## src/rtl/defog_frame_ctrl.sv

```systemverilog
// rtl/defog_frame_ctrl.sv - frame-boundary sequencer for the dehaze pipeline (optional DEFOG_SCENE_CUT_EN)
module defog_frame_ctrl #(
    parameter int          H_ACTIVE     = 1280,
    parameter int          V_ACTIVE     = 720,
    parameter int          ALPHA_SHIFT  = 3,
    parameter logic [7:0]  THRE_INIT    = 8'd200,
    parameter logic [7:0]  SCENE_CUT_TH = 8'd64
) (
    input  logic        pixelclk,
    input  logic        reset_n,
    input  logic        i_hsync,
    input  logic        i_vsync,
    input  logic        i_de,
    input  logic [7:0]  cfg_thre,
    input  logic        cfg_bypass,
    input  logic [7:0]  i_dark_max,
    output logic [7:0]  o_thre,
    output logic        o_bypass,
    output logic [7:0]  o_airlight,
    output logic        o_airlight_valid,
    output logic        o_frame_start,
    output logic        o_frame_done,
    output logic [15:0] o_frame_cnt,
    output logic        o_geom_err
);

    typedef enum logic [1:0] {S_SYNC, S_VBLANK, S_ACTIVE, S_UPDATE} state_e;

    state_e       state_q;
    logic         vs_q, de_q;
    logic [15:0]  pix_cnt_q;
    logic [11:0]  line_cnt_q;
    logic         err_q;
    logic [7:0]   thre_q, airlight_q;
    logic         bypass_q, airlight_valid_q, frame_start_q, frame_done_q, geom_err_q;
    logic [15:0]  frame_cnt_q;

    logic         vs_lead, de_rise, de_fall;
    logic [15:0]  pix_inc;
    logic [11:0]  line_inc;
    logic signed [8:0] diff_s, step_s, sum_s;
    logic [8:0]   diff_abs;
    logic         scene_cut;
    logic [7:0]   airlight_d;

    // Sync is only observed for monitoring; the top sum bit is always zero since the step never overshoots
    logic unused_hsync_sum;
    assign unused_hsync_sum = ^{i_hsync, sum_s[8]};

    // Edge detection and saturating counter increments
    always_comb begin
        vs_lead  = i_vsync & ~vs_q;
        de_rise  = i_de & ~de_q;
        de_fall  = ~i_de & de_q;
        pix_inc  = (&pix_cnt_q)  ? pix_cnt_q  : pix_cnt_q + 16'd1;
        line_inc = (&line_cnt_q) ? line_cnt_q : line_cnt_q + 12'd1;
    end

    // IIR step with a 9-bit signed difference and flooring shift; result stays between a and d
    always_comb begin
        diff_s    = $signed({1'b0, i_dark_max}) - $signed({1'b0, airlight_q});
        step_s    = diff_s >>> ALPHA_SHIFT;
        sum_s     = $signed({1'b0, airlight_q}) + step_s;
        diff_abs  = diff_s[8] ? $unsigned(-diff_s) : $unsigned(diff_s);
        scene_cut = diff_abs > {1'b0, SCENE_CUT_TH};
`ifdef DEFOG_SCENE_CUT_EN
        airlight_d = scene_cut ? i_dark_max : sum_s[7:0];
`else
        airlight_d = sum_s[7:0];
`endif
    end

`ifndef DEFOG_SCENE_CUT_EN
    logic unused_scene_cut;
    assign unused_scene_cut = scene_cut;
`endif

    // Frame FSM: geometry counting during the frame, parameter commit in the one-cycle update state
    always_ff @(posedge pixelclk or negedge reset_n) begin
        if (!reset_n) begin
            state_q          <= S_SYNC;
            vs_q             <= 1'b0;
            de_q             <= 1'b0;
            pix_cnt_q        <= '0;
            line_cnt_q       <= '0;
            err_q            <= 1'b0;
            thre_q           <= THRE_INIT;
            bypass_q         <= 1'b1;
            airlight_q       <= '0;
            airlight_valid_q <= 1'b0;
            frame_start_q    <= 1'b0;
            frame_done_q     <= 1'b0;
            frame_cnt_q      <= '0;
            geom_err_q       <= 1'b0;
        end else begin
            vs_q          <= i_vsync;
            de_q          <= i_de;
            frame_start_q <= 1'b0;
            frame_done_q  <= 1'b0;
            case (state_q)
                S_SYNC: begin
                    if (vs_lead) begin
                        state_q    <= S_VBLANK;
                        pix_cnt_q  <= '0;
                        line_cnt_q <= '0;
                        err_q      <= 1'b0;
                    end
                end
                S_VBLANK: begin
                    if (vs_lead) begin
                        state_q <= S_UPDATE;
                    end else if (de_rise) begin
                        state_q       <= S_ACTIVE;
                        frame_start_q <= 1'b1;
                        pix_cnt_q     <= 16'd1;
                    end
                end
                S_ACTIVE: begin
                    if (de_fall) begin
                        if (pix_cnt_q != 16'(H_ACTIVE)) err_q <= 1'b1;
                        line_cnt_q <= line_inc;
                        pix_cnt_q  <= '0;
                    end else if (vs_lead && i_de) begin
                        err_q      <= 1'b1;
                        line_cnt_q <= line_inc;
                        pix_cnt_q  <= '0;
                    end else if (i_de) begin
                        pix_cnt_q <= pix_inc;
                    end
                    if (vs_lead) state_q <= S_UPDATE;
                end
                S_UPDATE: begin
                    state_q      <= S_VBLANK;
                    thre_q       <= cfg_thre;
                    bypass_q     <= cfg_bypass;
                    geom_err_q   <= err_q | (line_cnt_q != 12'(V_ACTIVE));
                    frame_cnt_q  <= frame_cnt_q + 16'd1;
                    err_q        <= 1'b0;
                    line_cnt_q   <= '0;
                    pix_cnt_q    <= '0;
                    frame_done_q <= 1'b1;
                    if (!airlight_valid_q) begin
                        airlight_q       <= i_dark_max;
                        airlight_valid_q <= 1'b1;
                    end else begin
                        airlight_q <= airlight_d;
                    end
                end
                default: state_q <= S_SYNC;
            endcase
        end
    end

    assign o_thre           = thre_q;
    assign o_bypass         = bypass_q;
    assign o_airlight       = airlight_q;
    assign o_airlight_valid = airlight_valid_q;
    assign o_frame_start    = frame_start_q;
    assign o_frame_done     = frame_done_q;
    assign o_frame_cnt      = frame_cnt_q;
    assign o_geom_err       = geom_err_q;

endmodule

```

## config.mk

```make
export PLATFORM = sky130hd
export DESIGN_NAME = defog_frame_ctrl
export DESIGN_NICKNAME = d
export VERILOG_FILES = /design/src/rtl/defog_frame_ctrl.sv
export SDC_FILE = /design/constraint.sdc
export NUM_CORES = 1
export LEC_CHECK = 0
export ABC_CLOCK_PERIOD_IN_PS = 3650
export BUFFER_PORTS_ARGS = -buffer_cell sky130_fd_sc_hd__buf_2
export CAP_MARGIN = 10
export CORE_ASPECT_RATIO = 0.9
export CORE_UTILIZATION = 35
export CTS_BUF_LIST = sky130_fd_sc_hd__clkbuf_8
export DETAILED_ROUTE_END_ITERATION = 8
export HOLD_SLACK_MARGIN = 0.08
export PLACE_DENSITY = 0.59
export SYNTH_ARGS = -nofsm -noshare
export SYNTH_HDL_FRONTEND = slang
export SYNTH_SLANG_ARGS = --single-unit
```

## constraint.sdc

```tcl
create_clock -name pixelclk -period 3.65 [get_ports pixelclk]
set_input_delay 0.365 -clock pixelclk [delete_from_list [all_inputs] [get_ports pixelclk]]
set_output_delay 0.365 -clock pixelclk [all_outputs]
set_load 0.1 [all_outputs]
```

==> impl_metrics.ini <==
[outcome]
status = finished clean

[cells_and_area]
fin_nets = 520
drive_gt1_share_pct = 22.4
register_area_um2 = 1760
final_area_um2 = 4660
final_cells = 630
areaGrowthSynthToFinish_pct = 16.7
antennaDiodeCount = 0
utilization_pct = 42.6
fillCellCount = 1109
multi_input_area_um2 = 2090

[sta]
skew_ns = 0.0151
period_minus_slack_ns = 3.29
finalCritPeriodShare_pct = 90.2
hold_ws_ns = 0.130
setup_slack_ns = 0.357
finalHoldViolCount = 0
final_max_slew_viol_count = 0
fin_tns_setup_ns = 0
setup_viol = 0
slew_headroom_pct = 56.0
rsz0062_at_grt = no
tightest_slew_ns = 0.660
fmax_ghz = 0.304

[clocking]
clockRootBuffer = clkbuf_8
cts_tree = built
clk_pin_slew_ns = 0.09
cts_buffers = 9
clk_path_buf_depth = 2
post_cts_buffers = 0
clock_sinks = 70
clk_latency_ns = 0.35
htreeDepth = 3

[hold_path]
holdCritPathClass = in2reg
hold_path_depth = 1

[critical_path]
criticalPathCategory = reg2reg
cp_num_cells = 16
endpoint_kind = flop
critPathRequiredTime_ns = 3.93
cp_num_buf_inv = 1
crit_fanout = 4
critical-path-max-stage-delay_ns = 0.44
r2r_cells = 16
start_kind = flop
cp.arrival_ns = 3.57
cp_cell_sequence = inv_1, ha_1, a21oi_1, o21ai_2, a21oi_2, nor2b_1, nor2_1, xnor2_1, ha_1, a21oi_1, a21boi_0, o21a_1, o41a_1, xor2_1, a31oi_1, a2bb2oi_1
cp_top_family = compound AO/OA/AOI/OAI gates
rrSetupSlack_ns = 0.36
slowest_stage = dfrtp_2

[global_route]
gr-usage-all-layers_pct = 15.4
first_global_vias = 3074
grt_max_degree = 38
grt-ovfl-total = 0
antenna_found_initial = 0
grt_pass1_wl_um = 14500

[logic_synthesis]
synth_seq_cells = 70
yosys.area_share.adder_pct = 8.02
synthTopCellsByArea = dfrtp_1, ha_1, xnor2_1, nand2_1, nor2_1
synth_compound_area_share_pct = 15.8
synth_flop_cell = dfrtp_1
synth_top_cell_area_share_pct = 41.4
ys_types = 59
synth-simple-area-share_pct = 18.3
synth.most_common_cell = dfrtp_1
syn_avg_cell_area_um2 = 9.74
synth_edf_count = 0
synth_xor_area_share_pct = 5.48
synth_cells = 410
seq_area_frac_synth_pct = 44.0
synthTopCellsByCount = dfrtp_1, nand2_1, nor2_1, o21ai_0, ha_1
synth_top_area_cell = dfrtp_1
synth.mux.area_fraction_pct = 4.57
synth_top_family_by_area = simple AND/OR/NAND/NOR gates
syn-num-nets = 457
netlist_area_um2 = 3990
async_flop_share_pct = 100
yosysWarnings = 0

[power]
p_total_mw = 4.63
powerDensity_nw_per_um2 = 993
ir_drop_mv = 0.491
p_leak_nw = 2.13

[die]
ioPinCount = 59
fp.dieArea_um2 = 11800
start_util_pct = 36.5
die_h_um = 103
die_x_um = 115
core_um2 = 10900
rows = 36

[place]
pre_cts_ws_ns = 0.296
place.port_buffers = 57
hpwl_um = 6050
gp_congestion = 0.817
dpl_cell_area_um2 = 4440
dp.cells = 613

[routing]
firstDrtPassIters = 6
drt_wl_total_um = 8480
drtIter0Drc = 178
drc = 0
wl_per_cell_um = 13.5
vias = 3218
postRouteAntennaNets = 0
vias_per_cell = 5.11

[run]
drv_cap = 0
[registers in the layout, summed over array words and instances (netlist names)]
name,cells
o_frame_start,1
o_thre,8
o_airlight,8
state_q,2
line_cnt_q,12
vs_q,1
o_airlight_valid,1
o_bypass,1
de_q,1
o_geom_err,1
o_frame_done,1
err_q,1
pix_cnt_q,16
o_frame_cnt,16
[kinds of logic after synthesis]
group                      count (synthesis)
and+or+nand+nor                          142
AOI/OAI and AO/OA                         98
DFF                                       70
buffers and inverters                     33
xor gates and xnor gates                  25
adders and majority gates                 25
muxes                                     17
[layer usage]
| metal | vias to the layer above | track usage [%] | routed length, um |
|---|---|---|---|
| li1 | 1589 | - | - |
| met1 | 1562 | 19.8 | 4160 |
| met2 | 60 | 25.7 | 3930 |
| met3 | 7 | 4.08 | 306 |
| met4 | 0 | 4.50 | 83 |
| met5 | - | 0 | 0 |
[power breakdown]
group	leakage [nW]	internal (mW)	total, mW	switching [mW]
clock network	0.0968	0.324	0.658	0.334
logic	1.14	0.876	2.87	1.99
registers	0.894	0.964	1.10	0.140
[worst paths after layout]
check | start | end
worst max-delay path | o_airlight[2] | o_airlight[7]
worst min-delay path | i_vsync | vs_q
worst max register to register | o_airlight[2] | o_airlight[7]
worst min register to register | o_frame_cnt[15] | o_frame_cnt[15]
max in group asynchronous | reset_n | o_bypass
min in group asynchronous | reset_n | o_frame_cnt[12]
[cells in the final DEF, fill, tap and decap left out, types with 6 or more instances in the layout]
cell type and n:
a21oi_1 20, a22o_1 7, and3_1 7, buf_2 57, clkbuf_8 9, dfrtp_1 65, ha_1 24, inv_1 22
mux2_2 10, mux2i_1 7, nand2_1 37, nand3_1 18, nand4_1 7, nor2_1 37, nor3_1 8, o21ai_0 26
o21ai_1 8, o31ai_1 6, xnor2_1 18, xor2_1 7
[cell type report]
cell class              count  share of cell area [%]
multi-input cells         307                    44.9
well taps                 152                    4.08
flip-flops and latches     70                    37.7
repair buffers             63                    7.14
clock inverters             7                    1.72
clock buffers               9                    2.66
inverters                  22                    1.77
[timing repair]
item,CTS,global route
hold buffers,1,0
resized for setup,0,2
endpoints found under the hold margin,10,0
endpoints found under the setup margin,0,1
[worst reg2reg max path: stages (launching register included)]
cell       delay, ns
dfrtp_2         0.44
inv_1           0.07
ha_1            0.24
a21oi_1         0.18
o21ai_2         0.11
a21oi_2         0.19
nor2b_1         0.06
nor2_1          0.11
xnor2_1         0.16
ha_1            0.28
a21oi_1         0.18
a21boi_0        0.15
o21a_1          0.22
o41a_1          0.33
xor2_1          0.16
a31oi_1         0.18
a2bb2oi_1       0.17
Power figures use the tool's default switching activity.
